===== config.mk =====
export PLATFORM = sky130hd
export DESIGN_NAME = a_mux_sel_ctrl
export DESIGN_NICKNAME = d
export VERILOG_FILES = /design/src/rtl/a_mux_sel_ctrl_pkg.sv /design/src/rtl/a_mux_sel_ctrl.sv
export SDC_FILE = /design/constraint.sdc
export NUM_CORES = 1
export LEC_CHECK = 0
export ABC_AREA = 1
export BUFFER_PORTS_ARGS = -buffer_cell sky130_fd_sc_hd__buf_2
export CAP_MARGIN = 25
export CORE_MARGIN = 3
export CORE_UTILIZATION = 40
export DETAILED_ROUTE_END_ITERATION = 10
export GPL_TIMING_DRIVEN = 1
export PLACE_DENSITY = 0.65
export SYNTH_ARGS = -nofsm -noshare
export SYNTH_HDL_FRONTEND = slang
export SYNTH_SLANG_ARGS = --single-unit

===== constraint.sdc =====
create_clock -name clk -period 2.6 [get_ports clk]
set_input_delay 0.13 -clock clk [delete_from_list [all_inputs] [get_ports clk]]
set_output_delay 0.13 -clock clk [all_outputs]
set_load 0.005 [all_outputs]

===== src/rtl/a_mux_sel_ctrl_pkg.sv =====
// LDPC_pkg: shared LDPC encoder constants and the A-mux select controller state type.
package LDPC_pkg;
  localparam int MAX_ZC = 384;
  localparam int BG1_ROWS = 46;
  localparam int BG1_COLS = 68;
  localparam int BG2_ROWS = 42;
  localparam int BG2_COLS = 52;
  localparam int DEF_CORE_PARITY_COUNT = 4;
  typedef enum logic [1:0] {IDLE, RUN, DONE, ERR} a_ctrl_state_t;
endpackage


===== src/rtl/a_mux_sel_ctrl.sv =====
// a_mux_sel_ctrl: steers the A-mux select bus while core parity blocks are written after kb message blocks.
module a_mux_sel_ctrl
  import LDPC_pkg::*;
#(
  parameter int MUXES_COUNT = 23,
  parameter int CORE_PARITY_COUNT = DEF_CORE_PARITY_COUNT,
  localparam int IDX_W = $clog2(MUXES_COUNT)
) (
  input  logic                   clk,
  input  logic                   rst_n,
  input  logic                   start,
  input  logic [IDX_W-1:0]       kb,
  input  logic                   abort,
  input  logic                   parity_valid,
  input  logic [IDX_W-1:0]       parity_idx,
  output logic                   step_req,
  output logic [IDX_W-1:0]       step_idx,
  output logic [MUXES_COUNT-1:0] select_lines,
  output logic                   busy,
  output logic                   done,
  output logic                   err
);
  localparam logic [IDX_W:0] CPC_W = (IDX_W+1)'(CORE_PARITY_COUNT);
  localparam logic [IDX_W:0] MUX_W = (IDX_W+1)'(MUXES_COUNT);
  localparam logic [IDX_W-1:0] K_LAST = IDX_W'(CORE_PARITY_COUNT - 1);
  a_ctrl_state_t state_q, state_d;
  logic [MUXES_COUNT-1:0] sel_q, sel_d;
  logic [IDX_W-1:0] k_q, k_d, kb_q, kb_d;
  logic err_q, err_d;
  logic [IDX_W:0] pos, kb_w;
  logic kb_bad, hit;
  // one extra bit so kb+k and the range check can never wrap
  assign pos = {1'b0, kb_q} + {1'b0, k_q};
  assign kb_w = {1'b0, kb};
  assign kb_bad = (kb_w == '0) || (kb_w + CPC_W > MUX_W);
  assign hit = {1'b0, parity_idx} == pos;
  always_comb begin
    state_d = state_q;
    sel_d = sel_q;
    k_d = k_q;
    kb_d = kb_q;
    err_d = err_q;
    if (abort) begin
      state_d = IDLE;
      sel_d = '0;
      k_d = '0;
    end else if ((state_q == IDLE || state_q == ERR) && start) begin
      if (kb_bad) begin
        state_d = ERR;
        err_d = 1'b1;
      end else begin
        state_d = RUN;
        kb_d = kb;
        sel_d = '0;
        k_d = '0;
        err_d = 1'b0;
      end
    end else if (state_q == RUN && parity_valid) begin
      if (hit) begin
        sel_d[pos[IDX_W-1:0]] = 1'b1;
        k_d = k_q + IDX_W'(1);
        state_d = (k_q == K_LAST) ? DONE : RUN;
      end else begin
        state_d = ERR;
        err_d = 1'b1;
      end
    end else if (state_q == DONE) begin
      state_d = IDLE;
    end
  end
  always_ff @(posedge clk or negedge rst_n) begin
    if (!rst_n) begin
      state_q <= IDLE;
      sel_q <= '0;
      k_q <= '0;
      kb_q <= '0;
      err_q <= 1'b0;
    end else begin
      state_q <= state_d;
      sel_q <= sel_d;
      k_q <= k_d;
      kb_q <= kb_d;
      err_q <= err_d;
    end
  end
  assign step_req = state_q == RUN;
  assign step_idx = step_req ? pos[IDX_W-1:0] : '0;
  assign select_lines = sel_q;
  assign busy = state_q != IDLE;
  assign done = state_q == DONE;
  assign err = err_q;
endmodule


## After elaboration in Yosys (flattened, before gate mapping)

Cells that the tools add are included.

- Register bits: 36
- Bits of input ports: 15
- Output and inout bits: 32
- Logic and storage cells: 60

- $add $sub $neg: 3
- Magnitude comparators: 3
- Equal/unequal tests: 7
- Muxes and demuxes: 24
- Bitwise gates (word level): 3
- Reduce and logical (&&, ||, !) cells: 15

Operators by type and width:

| cell | number |
|---|---|
| two-way mux 23 bit | 5 |
| two-way mux 5 bit | 6 |
| OR 23 bit | 1 |
| two-way mux 2 bit | 7 |
| AND reduction 3 bit | 3 |
| adder 5 x 3 -> 6 bit, second input constant | 1 |
| adder 5 x 5 -> 6 bit | 1 |
| equality test 5 x 6 -> 1 bit | 1 |
| > comparator 6 x 5 -> 1 bit, second input constant | 1 |
| logical NOT 6 bit | 1 |
| less-than comparator 5 x 6 -> 1 bit, second input constant | 1 |
| nonzero test 3 bit | 2 |
| adder 5 x 1 -> 5 bit, second input constant | 1 |
| demux 1 bit (select 5 bit) | 1 |
| equality test 5 x 2 -> 1 bit, second input constant | 1 |
| >= comparator 5 x 1 -> 1 bit, second input constant | 1 |
| two-way mux 1 bit | 5 |
| equality test 2 bit, second input constant | 2 |
| nonzero test 2 bit | 2 |
| nonzero test 4 bit | 1 |
| logical AND 1 bit | 3 |
| inequality test 3 bit, second input constant | 1 |
| equality test 2 x 1 -> 1 bit, second input constant | 1 |
| logical NOT 2 bit | 1 |
| other kinds (3) | 5 |

## Longest topological paths before layout

- Depth after elaboration: 10
- Gate-level depth with buffers: 15

## Worst setup path after synthesis

OpenSTA, ideal clock, no wires.

- Path type: register to register
- From: register k_q[0]
- To: register k_q[4]
- Data arrival time: 2.171 ns
- Slack: 0.312 ns
- Stages on the path, launching flop included: 16
- Buffers on the path: 2
- Period minus slack after synthesis: 2.288 ns
- Cell sequence: dfrtp_1 -> ha_1 -> inv_1 -> fa_1 -> nand2_1 -> nand2_1 -> nor2_1 -> nand2_1 -> nor2_1 -> nand2_1 -> nor2_4 -> nand3_4 -> buf_6 -> buf_6 -> nand3_2 -> nand2_1

- Longest elaborated chain between the ends: 5
- Elaborated cells on any way between the ends: 9

Ends and longest elaborated chain:

| item | RTL line | RTL |
|---|---|---|
| from (decl) | a_mux_sel_ctrl.sv:28 | `logic [IDX_W-1:0] k_q, k_d, kb_q, kb_d;` |
| from (signal assigned) | a_mux_sel_ctrl.sv:81 | `k_q <= k_d;` |
| branches (longest 5 deep; another with adder 5 x 5 -> 6 bit) | n/a |  |

Parallel ways; which one is timed is not known. The select of a mux whose other input is x is not followed.
A chain may end at the register's enable or synchronous reset.

## Final worst setup path

- From: register k_q[0]
- To: register sel_q[4] (netlist: select_lines[4])

- Longest elaborated chain between the ends: 10
- Elaborated cells on any way between the ends: 14

Ends and longest elaborated chain:

| item | RTL line | RTL |
|---|---|---|
| adder 5 x 5 -> 6 bit * | a_mux_sel_ctrl.sv:33 | `assign pos = {1'b0, kb_q} + {1'b0, k_q};` |
| less-than comparator 5 x 6 -> 1 bit (not written as such) or >= comparator 5 x 1 -> 1 bit (tied branches) | a_mux_sel_ctrl.sv:60 | `sel_d[pos[IDX_W-1:0]] = 1'b1;` |
| logical AND 1 bit (not written as such) | a_mux_sel_ctrl.sv:60 |  |
| two-way mux 1 bit (not written as such) | a_mux_sel_ctrl.sv:60 |  |
| demux 1 bit (select 5 bit) | a_mux_sel_ctrl.sv:60 |  |
| OR 23 bit (no source line) | n/a |  |
| two-way mux 23 bit | a_mux_sel_ctrl.sv:59 | `if (hit) begin` |
| two-way mux 23 bit | a_mux_sel_ctrl.sv:58 | `end else if (state_q == RUN && parity_valid) begin` |
| two-way mux 23 bit | a_mux_sel_ctrl.sv:47 | `end else if ((state_q == IDLE \|\| state_q == ERR) && start) begin` |
| two-way mux 23 bit | a_mux_sel_ctrl.sv:43 | `if (abort) begin` |
| to (signal assigned) | a_mux_sel_ctrl.sv:80 | `sel_q <= sel_d;` |
| to (decl) | a_mux_sel_ctrl.sv:27 | `logic [MUXES_COUNT-1:0] sel_q, sel_d;` |

Every way passes the cells marked *; elsewhere a longest branch is shown, timed or not. The select of a mux whose other input is x is not followed.

==> reports/qor.json <==
{
  "outcome": {
    "outcome": "finished, final reports clean"
  },
  "power_and_ir_drop": {
    "ir_worst_vdd_uv": 506,
    "combinationalPowerShare": 0.588,
    "p_leak_nw": 1.56,
    "p_sw_w": 0.00152,
    "power.sequential.fraction": 0.271,
    "internal_power_w": 0.00155,
    "relative_contribution_of_the_clock_network_to_total_power": 0.140,
    "p_sw_frac": 0.494,
    "power_density_cells_nw_per_um2": 1030
  },
  "clock_tree": {
    "insertion_delay_ns": 0.29,
    "root_buffer": "clkbuf_8",
    "tritoncts_clock_tree": "built",
    "htreeDepth": 2,
    "clock_tree.buffer_depth": 2,
    "cts_inserted_buffers": 5,
    "clk_transition_reported_paths_ns": 0.09,
    "numClockSinks": 36
  },
  "floorplanning": {
    "core_area_um2": 6060,
    "initial_utilization": 0.425,
    "chipHeight_um": 86.2,
    "chipWidth_um": 86.2,
    "dieArea_um2": 7440,
    "std_cell_rows": 28,
    "num_io_pins": 47
  },
  "worst_setup_path": {
    "cp_data_required_time_ns": 2.79,
    "crit_path_start_kind": "flop",
    "cp_slowest_cell": "fa_1",
    "crit_path_cell_trace": "ha_1, inv_1, fa_1, nand2_1, nand2_1, nor2_1, nand2_1, nor2_1, nand2_1, nor2_4, nand3_4, buf_4, nand3_1, nand2_1",
    "r2r_setup_slack_ns": 0.16,
    "worstPathBufferInverterCount": 2,
    "reg2regPathDepth": 14,
    "critPathArrivalTime_ns": 2.63,
    "timing.setup.critical_path_class": "reg2reg",
    "max_stage_delay_ns": 0.46,
    "cp_common_cell": "nand2_1",
    "timing.critical_path.fanout_max": 18,
    "crit_cells": 14,
    "crit_path_end_kind": "flop",
    "cell_type_group_with_the_largest_total_delay_on_the_critical_path": "simple AND/OR/NAND/NOR gates"
  },
  "cells_and_area": {
    "layout.area.seq_um2": 902,
    "multi_input_comb_area_um2": 1390,
    "fill_cells": 645,
    "final_nets": 430,
    "post_route_cells_drive_above_1_share": 0.213,
    "area.growth.synth_to_final_pct": 16.2,
    "num_antenna_cells": 0
  },
  "synthesis": {
    "prevailing_post_synth_register_cell": "dfrtp_1",
    "netlist.top_cell.by_area": "dfrtp_1",
    "synth_top_area_share": 0.350,
    "yosysWarnings": 0,
    "synth-seq-cells": 36,
    "synth_edf_count": 0,
    "synth_fp_nets": 383,
    "synth.most_common_cell": "nand2_1",
    "synthDistinctLibCells": 29,
    "post_synth_instance_area_um2": 2570,
    "yosysSeqAreaShare": 0.350,
    "post_synth_inst_count": 356,
    "ys_async_sr_fraction": 1.00,
    "synthTopCellsByCount": "97 x nand2_1, 51 x inv_1, 36 x dfrtp_1, 33 x nand3_1, 26 x a21oi_1",
    "synth.area.top_cells": "dfrtp_1 35%, nand2_1 14%, inv_1 7.4%, nand3_1 6.4%, nand4_1 5.6%",
    "syn_avg_cell_area_um2": 7.23
  },
  "drt": {
    "drtIter0Drc": 168,
    "detail_route.first_pass.iterations": 5,
    "drtAntennaViolNets": 0,
    "post-route-drc-count": 0,
    "via_count_of_the_routed_design": 2421,
    "detail_route.wirelength_mm": 6.26,
    "detail_routed_net_length_per_standard_cell_um": 13.1,
    "vias_per_cell": 5.05
  },
  "placed_design": {
    "post-dp-hpwl_mm": 4.64,
    "dp_worst_setup_slack_ns": 0.0103,
    "port-buffer-count": 46,
    "routabilityCongestion": 0.825
  },
  "sta": {
    "timing.final.max_slew_violations": 0,
    "fmaxAchievable_mhz": 410,
    "hold-worst-slack_ns": 0.0758,
    "setup_repair_after_global_routing_missed_its_margin": "no",
    "hold_viol": 0,
    "fin_tns_setup_ns": 0,
    "postLayoutSetupSlackWorst_ns": 0.162,
    "finalClockSkew_ns": 0.0165,
    "finalSetupViolations": 0,
    "finalCritPeriodShare": 0.938,
    "worst_slew_pin_slew_ns": 0.829,
    "final_period_minus_worst_setup_slack_ns": 2.44,
    "worst_slew_margin_rel": 0.447
  },
  "min_path": {
    "timing.hold.worst_path_depth": 3,
    "min_path_type": "in2reg"
  },
  "global_routing": {
    "grt_util_all_layers": 0.176,
    "remaining_global_route_overflow": 0,
    "first_global_vias": 2212,
    "grt_first_pass_wirelength_mm": 10.5,
    "maximum_number_of_pins_on_one_net_before_global_route_repair": 37,
    "grt_antenna_before_repair": 0
  },
  "run": {
    "max_cap_viol_count": 0
  }
}
## cells by family (layout without fill, tap and decap cells)
kind of cell / Yosys count / after routing / synth area share
fa+ha+maj: 12 / 12 / 0.0612
compound gates: 32 / 32 / 0.0656
buf+inv: 67 / 115 / 0.116
xor+xnor: 5 / 5 / 0.0170
simple gates: 204 / 204 / 0.391
flops: 36 / 36 / 0.350
## routing by layer
metal / vias up / global-route usage / share of wire
met5: - / 0 / 0
met4: 0 / 0.0439 / 0.0067
met3: 4 / 0.0399 / 0.046
met2: 46 / 0.289 / 0.48
met1: 1127 / 0.237 / 0.47
li1: 1244 / - / -
## power groups by stage
stage	clock [W]	combinational, W	sequential [W]
6_report	0.000432	0.00181	0.000833
5_1_grt	0.000469	0.00204	0.000858
4_1_cts	0.000441	0.00174	0.000832
3_5_place_dp	0	0.00174	0.000844
3_3_place_gp	0	0.00171	0.000840
2_1_floorplan	0	0.00125	0.000825
## registers in the layout (all words and copies together) (netlist names)
signal and count:
kb_q 5, state_q 2, select_lines 23, err 1
k_q 5
## worst reg2reg max path, delay by kind of cell, from the launching register on
family / cells / cell delay [ns]
fa+ha+maj: 2 / 0.70
flops: 1 / 0.44
buf+inv: 2 / 0.32
simple gates: 10 / 0.88
## cell usage in the layout (no fill, tap or decap), drive strengths merged
master	instances
inv	53
buf	54
nand4	23
dlygate4sd3	1
nor3	2
o21ai	3
xor2	3
a21oi	27
nand3	47
fa	1
nor4	1
xnor2	2
clkbuf	6
nor4b	1
nor2	26
o21a	2
dfrtp	36
nand2	103
clkinv	1
ha	11
nand3b	1
## worst paths after layout
path	startpoint	endpoint
max	k_q[0]	select_lines[4]
max reg2reg	k_q[0]	select_lines[4]
min	kb[0]	kb_q[0]
min reg2reg	err	err
max in group asynchronous	rst_n	k_q[0]
min in group asynchronous	rst_n	select_lines[21]
## cell type report
cell class / instances / area share
Inverter: 52 / 0.0652
Clock inverter: 2 / 0.00460
Sequential cell: 36 / 0.301
Clock buffer: 6 / 0.0276
Timing Repair Buffer: 55 / 0.107
Tap cell: 75 / 0.0314
Multi-Input combinational cell: 253 / 0.463
## timing repair
action	CTS	global route
resized for setup	0	2
endpoints found under the setup margin	0	28
hold buffers	1	0
buffers inserted	0	1
hold endpoints to repair	35	0
## stage by stage
stage	instances	area (um2)	power [W]	utilization
after floorplan	356	2570	0.00207	-
after global placement	468	2840	0.00255	0.469
after detailed placement	468	2840	0.00258	0.469
after CTS	477	2950	0.00302	0.486
after global routing	479	2990	0.00337	0.494
final	479	2990	0.00307	0.494
No activity file was read; power rests on OpenSTA's default activity.
